File: config.mk
export PLATFORM = sky130hd
export DESIGN_NAME = toll_lane_controller
export DESIGN_NICKNAME = d
export VERILOG_FILES = /design/src/rtl/toll_pkg.sv /design/src/rtl/lane_timer.sv /design/src/rtl/toll_lane_controller.sv
export SDC_FILE = /design/constraint.sdc
export NUM_CORES = 1
export LEC_CHECK = 0
export BUFFER_PORTS_ARGS = -buffer_cell sky130_fd_sc_hd__buf_2
export CORE_UTILIZATION = 52
export DETAILED_ROUTE_END_ITERATION = 16
export GPL_TIMING_DRIVEN = 1
export PLACE_DENSITY = 0.8
export RECOVER_POWER = 100
export SLEW_MARGIN = 20
export SYNTH_ARGS = -nofsm -noshare
export SYNTH_HDL_FRONTEND = slang
export SYNTH_SLANG_ARGS = --single-unit
File: constraint.sdc
create_clock -name clk -period 3.23 [get_ports clk]
set_input_delay 0.969 -clock clk [delete_from_list [all_inputs] [get_ports clk]]
set_output_delay 0.969 -clock clk [all_outputs]
set_load 0.01 [all_outputs]
File: src/rtl/toll_pkg.sv
// Shared vehicle class codes, lane state encoding and default timing for the
// toll lane sequencer.
package toll_pkg;

  typedef enum logic [1:0] {
    VEH_BIKE  = 2'b00,
    VEH_CAR   = 2'b01,
    VEH_BUS   = 2'b10,
    VEH_TRUCK = 2'b11
  } vehicle_class_t;

  typedef enum logic [2:0] {
    IDLE,
    WAIT_TAG,
    CHARGE,
    OPEN,
    REJECT
  } lane_state_t;

  localparam int DEF_TAG_TIMEOUT  = 16;
  localparam int DEF_GATE_HOLD    = 8;
  localparam int DEF_ALARM_CYCLES = 4;
  localparam int DEF_REV_W        = 16;
  localparam int DEF_CNT_W        = 8;
  localparam int TIMER_W          = 8;

endpackage

File: src/rtl/lane_timer.sv
// Loadable down-counter shared by the tag timeout, gate hold and alarm windows.
// The count parks at zero, so done stays asserted until the next load.
module lane_timer
  import toll_pkg::*;
#(
  parameter int W = TIMER_W
) (
  input  logic         clk,
  input  logic         reset,
  input  logic         load,
  input  logic [W-1:0] load_value,
  output logic         done
);

  logic [W-1:0] count;

  always_ff @(posedge clk) begin
    if (reset) begin
      count <= '0;
    end else if (load) begin
      count <= load_value;
    end else if (count != '0) begin
      count <= count - W'(1);
    end
  end

  assign done = (count == '0);

endmodule

File: src/rtl/toll_lane_controller.sv
// Per-lane sequencer: detects a vehicle, collects its tag, drives the external
// fee calculator for one cycle, then operates gate/alarm and keeps statistics.
module toll_lane_controller
  import toll_pkg::*;
#(
  parameter int TAG_TIMEOUT  = DEF_TAG_TIMEOUT,
  parameter int GATE_HOLD    = DEF_GATE_HOLD,
  parameter int ALARM_CYCLES = DEF_ALARM_CYCLES,
  parameter int REV_W        = DEF_REV_W,
  parameter int CNT_W        = DEF_CNT_W
) (
  input  logic             clk,
  input  logic             reset,
  input  logic             vehicle_detect,
  input  logic             tag_valid,
  input  logic [1:0]       tag_vehicle_type,
  input  logic [7:0]       tag_balance,
  output logic             calc_enable,
  output logic [1:0]       calc_vehicle_type,
  output logic [7:0]       calc_balance,
  input  logic [7:0]       calc_toll_fee,
  input  logic [7:0]       calc_updated_balance,
  input  logic             calc_reject,
  output logic             wb_valid,
  output logic [7:0]       wb_balance,
  output logic             gate_open,
  output logic             alarm,
  output logic             busy,
  output logic [REV_W-1:0] revenue,
  output logic [CNT_W-1:0] pass_count,
  output logic [CNT_W-1:0] reject_count
);

  // Timer loads are "cycles remaining after this one", so a window of N cycles loads N-1.
  localparam logic [TIMER_W-1:0] TAG_LOAD   = TIMER_W'(TAG_TIMEOUT - 1);
  localparam logic [TIMER_W-1:0] HOLD_LOAD  = TIMER_W'(GATE_HOLD - 1);
  localparam logic [TIMER_W-1:0] ALARM_LOAD = TIMER_W'(ALARM_CYCLES - 1);

  lane_state_t        state;
  lane_state_t        next_state;
  logic               prev_detect;
  logic               timer_load;
  logic [TIMER_W-1:0] timer_value;
  logic               timer_done;
  logic [REV_W:0]     rev_sum;

  lane_timer #(
    .W(TIMER_W)
  ) u_timer (
    .clk       (clk),
    .reset     (reset),
    .load      (timer_load),
    .load_value(timer_value),
    .done      (timer_done)
  );

  assign rev_sum = {1'b0, revenue} + (REV_W+1)'(calc_toll_fee);

  always_comb begin
    next_state  = state;
    timer_load  = 1'b0;
    timer_value = '0;
    case (state)
      IDLE: begin
        if (vehicle_detect && !prev_detect) begin
          next_state  = WAIT_TAG;
          timer_load  = 1'b1;
          timer_value = TAG_LOAD;
        end
      end
      WAIT_TAG: begin
        // A departing vehicle beats a tag; a tag on the last window cycle beats the timeout.
        if (!vehicle_detect) begin
          next_state = IDLE;
        end else if (tag_valid) begin
          next_state = CHARGE;
        end else if (timer_done) begin
          next_state  = REJECT;
          timer_load  = 1'b1;
          timer_value = ALARM_LOAD;
        end
      end
      CHARGE: begin
        timer_load = 1'b1;
        if (calc_reject) begin
          next_state  = REJECT;
          timer_value = ALARM_LOAD;
        end else begin
          next_state  = OPEN;
          timer_value = HOLD_LOAD;
        end
      end
      OPEN, REJECT: begin
        if (timer_done && !vehicle_detect) begin
          next_state = IDLE;
        end
      end
      default: next_state = IDLE;
    endcase
  end

  always_ff @(posedge clk) begin
    if (reset) begin
      state             <= IDLE;
      prev_detect       <= 1'b0;
      calc_enable       <= 1'b0;
      calc_vehicle_type <= '0;
      calc_balance      <= '0;
      wb_valid          <= 1'b0;
      wb_balance        <= '0;
      gate_open         <= 1'b0;
      alarm             <= 1'b0;
      busy              <= 1'b0;
      revenue           <= '0;
      pass_count        <= '0;
      reject_count      <= '0;
    end else begin
      state       <= next_state;
      prev_detect <= vehicle_detect;
      calc_enable <= (next_state == CHARGE);
      gate_open   <= (next_state == OPEN);
      busy        <= (next_state != IDLE);
      alarm       <= (next_state == REJECT) && ((state != REJECT) || !timer_done);
      wb_valid    <= (state == CHARGE) && !calc_reject;

      if (state == WAIT_TAG && next_state == CHARGE) begin
        calc_vehicle_type <= tag_vehicle_type;
        calc_balance      <= tag_balance;
      end

      if (state == CHARGE && !calc_reject) begin
        wb_balance <= calc_updated_balance;
        revenue    <= rev_sum[REV_W] ? '1 : rev_sum[REV_W-1:0];
        pass_count <= pass_count + CNT_W'(1);
      end

      if ((state == CHARGE && calc_reject) || (state == WAIT_TAG && next_state == REJECT)) begin
        reject_count <= reject_count + CNT_W'(1);
      end
    end
  end

endmodule

==> metrics.md <==
| Metric | Value |
|---|---|
| Failing checks | `max-capacitance violations, max-slew violations` |
| Final WL | `about 6.7 mm` |
| Final Non-Filler Cells | `510` |
| P_sw | `between 0.0005 and 0.0006 W` |
| Diodes inserted | `0` |
| Period utilization | `approximately four fifths` |
| Yosys reg bits | `67` |
| Hold buffer count at cts | `0` |
| Predominant post-synthesis flop cell | `dfxtp_1` |
| Buf/Inv on CP | `2` |
| Mapped Nets | `390` |
| Postcts setup bufs | `0` |
| Hold Crit Class | `register to register` |
| Die Span Y | `78.2 um` |
| Yosys cell types | `50` |
| Top delay family on crit path | `buffers and inverters` |
| Synth area leaders | `dfxtp_1 44%, a21oi_1 5.6%, nand2_1 5.6%` |
| RSZ-0062 raised after global routing | `false` |
| Die width | `between 70 and 80 um` |
| Placed Area | `3510 sq um` |
| Most frequent cell after synthesis | `dfxtp_1` |
| WP data required | `between 3 and 4 ns` |
| Port bufs | `85` |
| Vias in the first global route | `around 2500` |
| TritonCTS clock tree | `yes` |
| FP Rows | `27` |
| Sw Ratio | `26.1%` |
| Synth Instances | `about 350` |
| Syn avg cell area | `8.70 sq um` |
| Dpl cells | `494` |
| Post-synth EDFFs | `0` |
| Worst slew pin tran | `about 1.9 ns` |
| CP peak stage delay | `roughly 1.3 ns` |
| Via count | `2803` |
| Critical Path Start Type | `primary input` |
| DRC | `0` |
| GR Overflow Total | `0` |
| Cell Int Power | `0.00142 W` |
| Clock share of power | `between 30% and 40%` |
| Final Slew Violations | `43` |
| CTS H-tree depth | `3` |
| Critical Path Sink Type | `register` |
| Commonest cells post-synth | `67 x dfxtp_1, 45 x nand2_1, 41 x nor2_1, 34 x a21oi_1` |
| Critical path class | `primary input to register` |
| Sink Count | `67` |
| Final hold vios | `0` |
| Layout Nets | `between 400 and 500` |
| Post-DP HPWL | `~4.6 mm` |
| Vias per cell | `between 5 and 6` |
| CTS Buffer Depth | `2` |
| Netlist Area Pre-Place | `3020 sq um` |
| Initial DRC count | `between 100 and 150` |
| Combinational share of power | `between 10% and 20%` |
| Setup TNS | `0 ns` |
| Register share of total power | `between 40% and 50%` |
| DRT antenna net count | `0` |
| Worst Clk Skew | `0.00755 ns` |
| Sequence of cells on the critical path | `clkbuf_1 > buf_4 > a311oi_1` |
| Design area | `~3700 sq um` |
| Maximum vdd drop | `~0.31 mV` |
| Ports | `86` |
| CTS root buffer | `clkbuf_8` |
| CTS resizes | `0` |
| Final setup viols | `0` |
| CTS Buf Count | `9` |
| Average wire per cell in the routed design | `about 13 um` |
| Skew-Pair Late Insertion Delay | `approximately 0.33 ns` |
| Cell Pwr Density | `~530 nW/um^2` |
| Detailed Routing Iterations Pass 1 | `4` |
| Initial Util | `54.5%` |
| Slew margin rel. | `-23.5%` |
| Status | `finished with violations` |
| Maxcap violations | `1` |
| Gr usage total | `a little under a quarter` |
| Largest area contributor in the netlist | `dfxtp_1` |
| Fmax | `0.379 GHz` |
| First-pass GRT wire length | `about 11 mm` |
| CP arrival | `roughly 2.8 ns` |
| Layout cells sized above 1 | `12.8%` |
| Ys Warns | `0` |
| Final GP Congestion | `0.835` |
| DIE AREA | `between 6000 and 7000 sq um` |
| Worst Path Max Fanout | `42` |
| Synth async-reset ratio | `0%` |
| Min Tclk post-route | `approximately 2.6 ns` |
| Top-area cell type share of the netlist area | `44.4%` |
| Largest net degree at the start of global routing | `43` |
| Antenna violations before repair | `0` |
| Synthesis-to-finish area growth | `21.1%` |
| Slowest CP cell | `clkbuf_1` |
| Core area | `about 5500 sq um` |
| Clock transition at path regs | `~0.070 ns` |
| Leak | `1.42 nW` |
| Register area share after synthesis | `between 40 and 50%` |
==> per-layer routing <==
layer | global-route usage, % | vias to the layer above | wire, um
met5 | 0 | - | 0
met4 | 9.07 | 0 | 85
met3 | 7.67 | 13 | 385
met2 | 38.2 | 83 | 3050
met1 | 28.4 | 1305 | 3160
li1 | - | 1402 | -
==> registers in the layout (all words and copies together) (netlist names) <==
signal and cells:
wb_balance 8, calc_balance 8, alarm 1, pass_count 8
gate_open 1, wb_valid 1, prev_detect 1, busy 1
calc_enable 1, reject_count 8, revenue 16, calc_vehicle_type 2
u_timer.count 8, state 3
==> tightest hold or removal path: stages, from the launching register on <==
cell,delay [ns]
dfxtp_1,0.31
nand2_1,0.05
a21oi_1,0.05
==> power groups by stage <==
stage / clock network [W] / registers (W) / logic [W]
after floorplan: 0 / 0.000919 / 0.000226
after global placement: 0 / 0.000921 / 0.000292
after detailed placement: 0 / 0.000923 / 0.000299
after CTS: 0.000737 / 0.000905 / 0.000303
after global routing: 0.000779 / 0.000911 / 0.000342
final: 0.000717 / 0.000906 / 0.000299
==> placed cells by master, fill, tap and decap left out, types with 5 or more instances in the layout <==
cell type   n
dfxtp_1    67
clkbuf_1   56
nand2_1    45
nor2_1     41
a21oi_1    34
buf_2      29
nand3_1    14
xor2_1     14
clkbuf_8   12
ha_1       11
nor3_1      9
nand4_1     8
xnor2_1     7
inv_1       6
nor2b_1     6
or3_1       6
o21ai_0     6
and3_1      5
a311oi_1    5
o22ai_1     5
buf_4       5
==> through the flow <==
stage	utilization (%)	power [W]	hold WS, ns	setup slack [ns]
floorplan	-	0.00115	0.481	0.679
global placement	63.4	0.00121	0.438	0.478
detailed placement	63.4	0.00122	0.444	0.385
CTS	67.3	0.00195	0.454	0.702
global route	66.0	0.00203	0.470	0.449
finish	66.0	0.00192	0.457	0.593
==> cells by family (layout without fill, tap and decap cells) <==
logic type | count (synthesis) | count (layout) | share of synthesized area, %
buf+inv | 21 | 112 | 2.94
flops | 67 | 67 | 44.4
simple gates | 149 | 149 | 24.5
compound gates | 74 | 74 | 15.8
mux | 3 | 3 | 1.04
fa+ha+maj | 12 | 12 | 5.22
xor+xnor | 21 | 21 | 6.09
==> worst paths after layout <==
path	startpoint	to	slack, ns	depth (start not counted)
worst min register to register	calc_vehicle_type[1]	calc_vehicle_type[1]	0.46	2
worst max-delay path	reset	revenue[6]	0.59	3
worst min-delay path	calc_vehicle_type[1]	calc_vehicle_type[1]	0.46	2
worst max register to register	revenue[0]	revenue[13]	1.01	9
==> layout make-up <==
type                            count  area, sq um
Clock buffer                       12          165
Multi-Input combinational cell    259         1600
Tap cell                           72         90.1
Sequential cell                    67         1340
Clock inverter                      4         47.5
Fill cell                         504         1880
Timing Repair Buffer               90          393
Inverter                            6         22.5
Note: power is estimated with default switching activity, not from simulation.
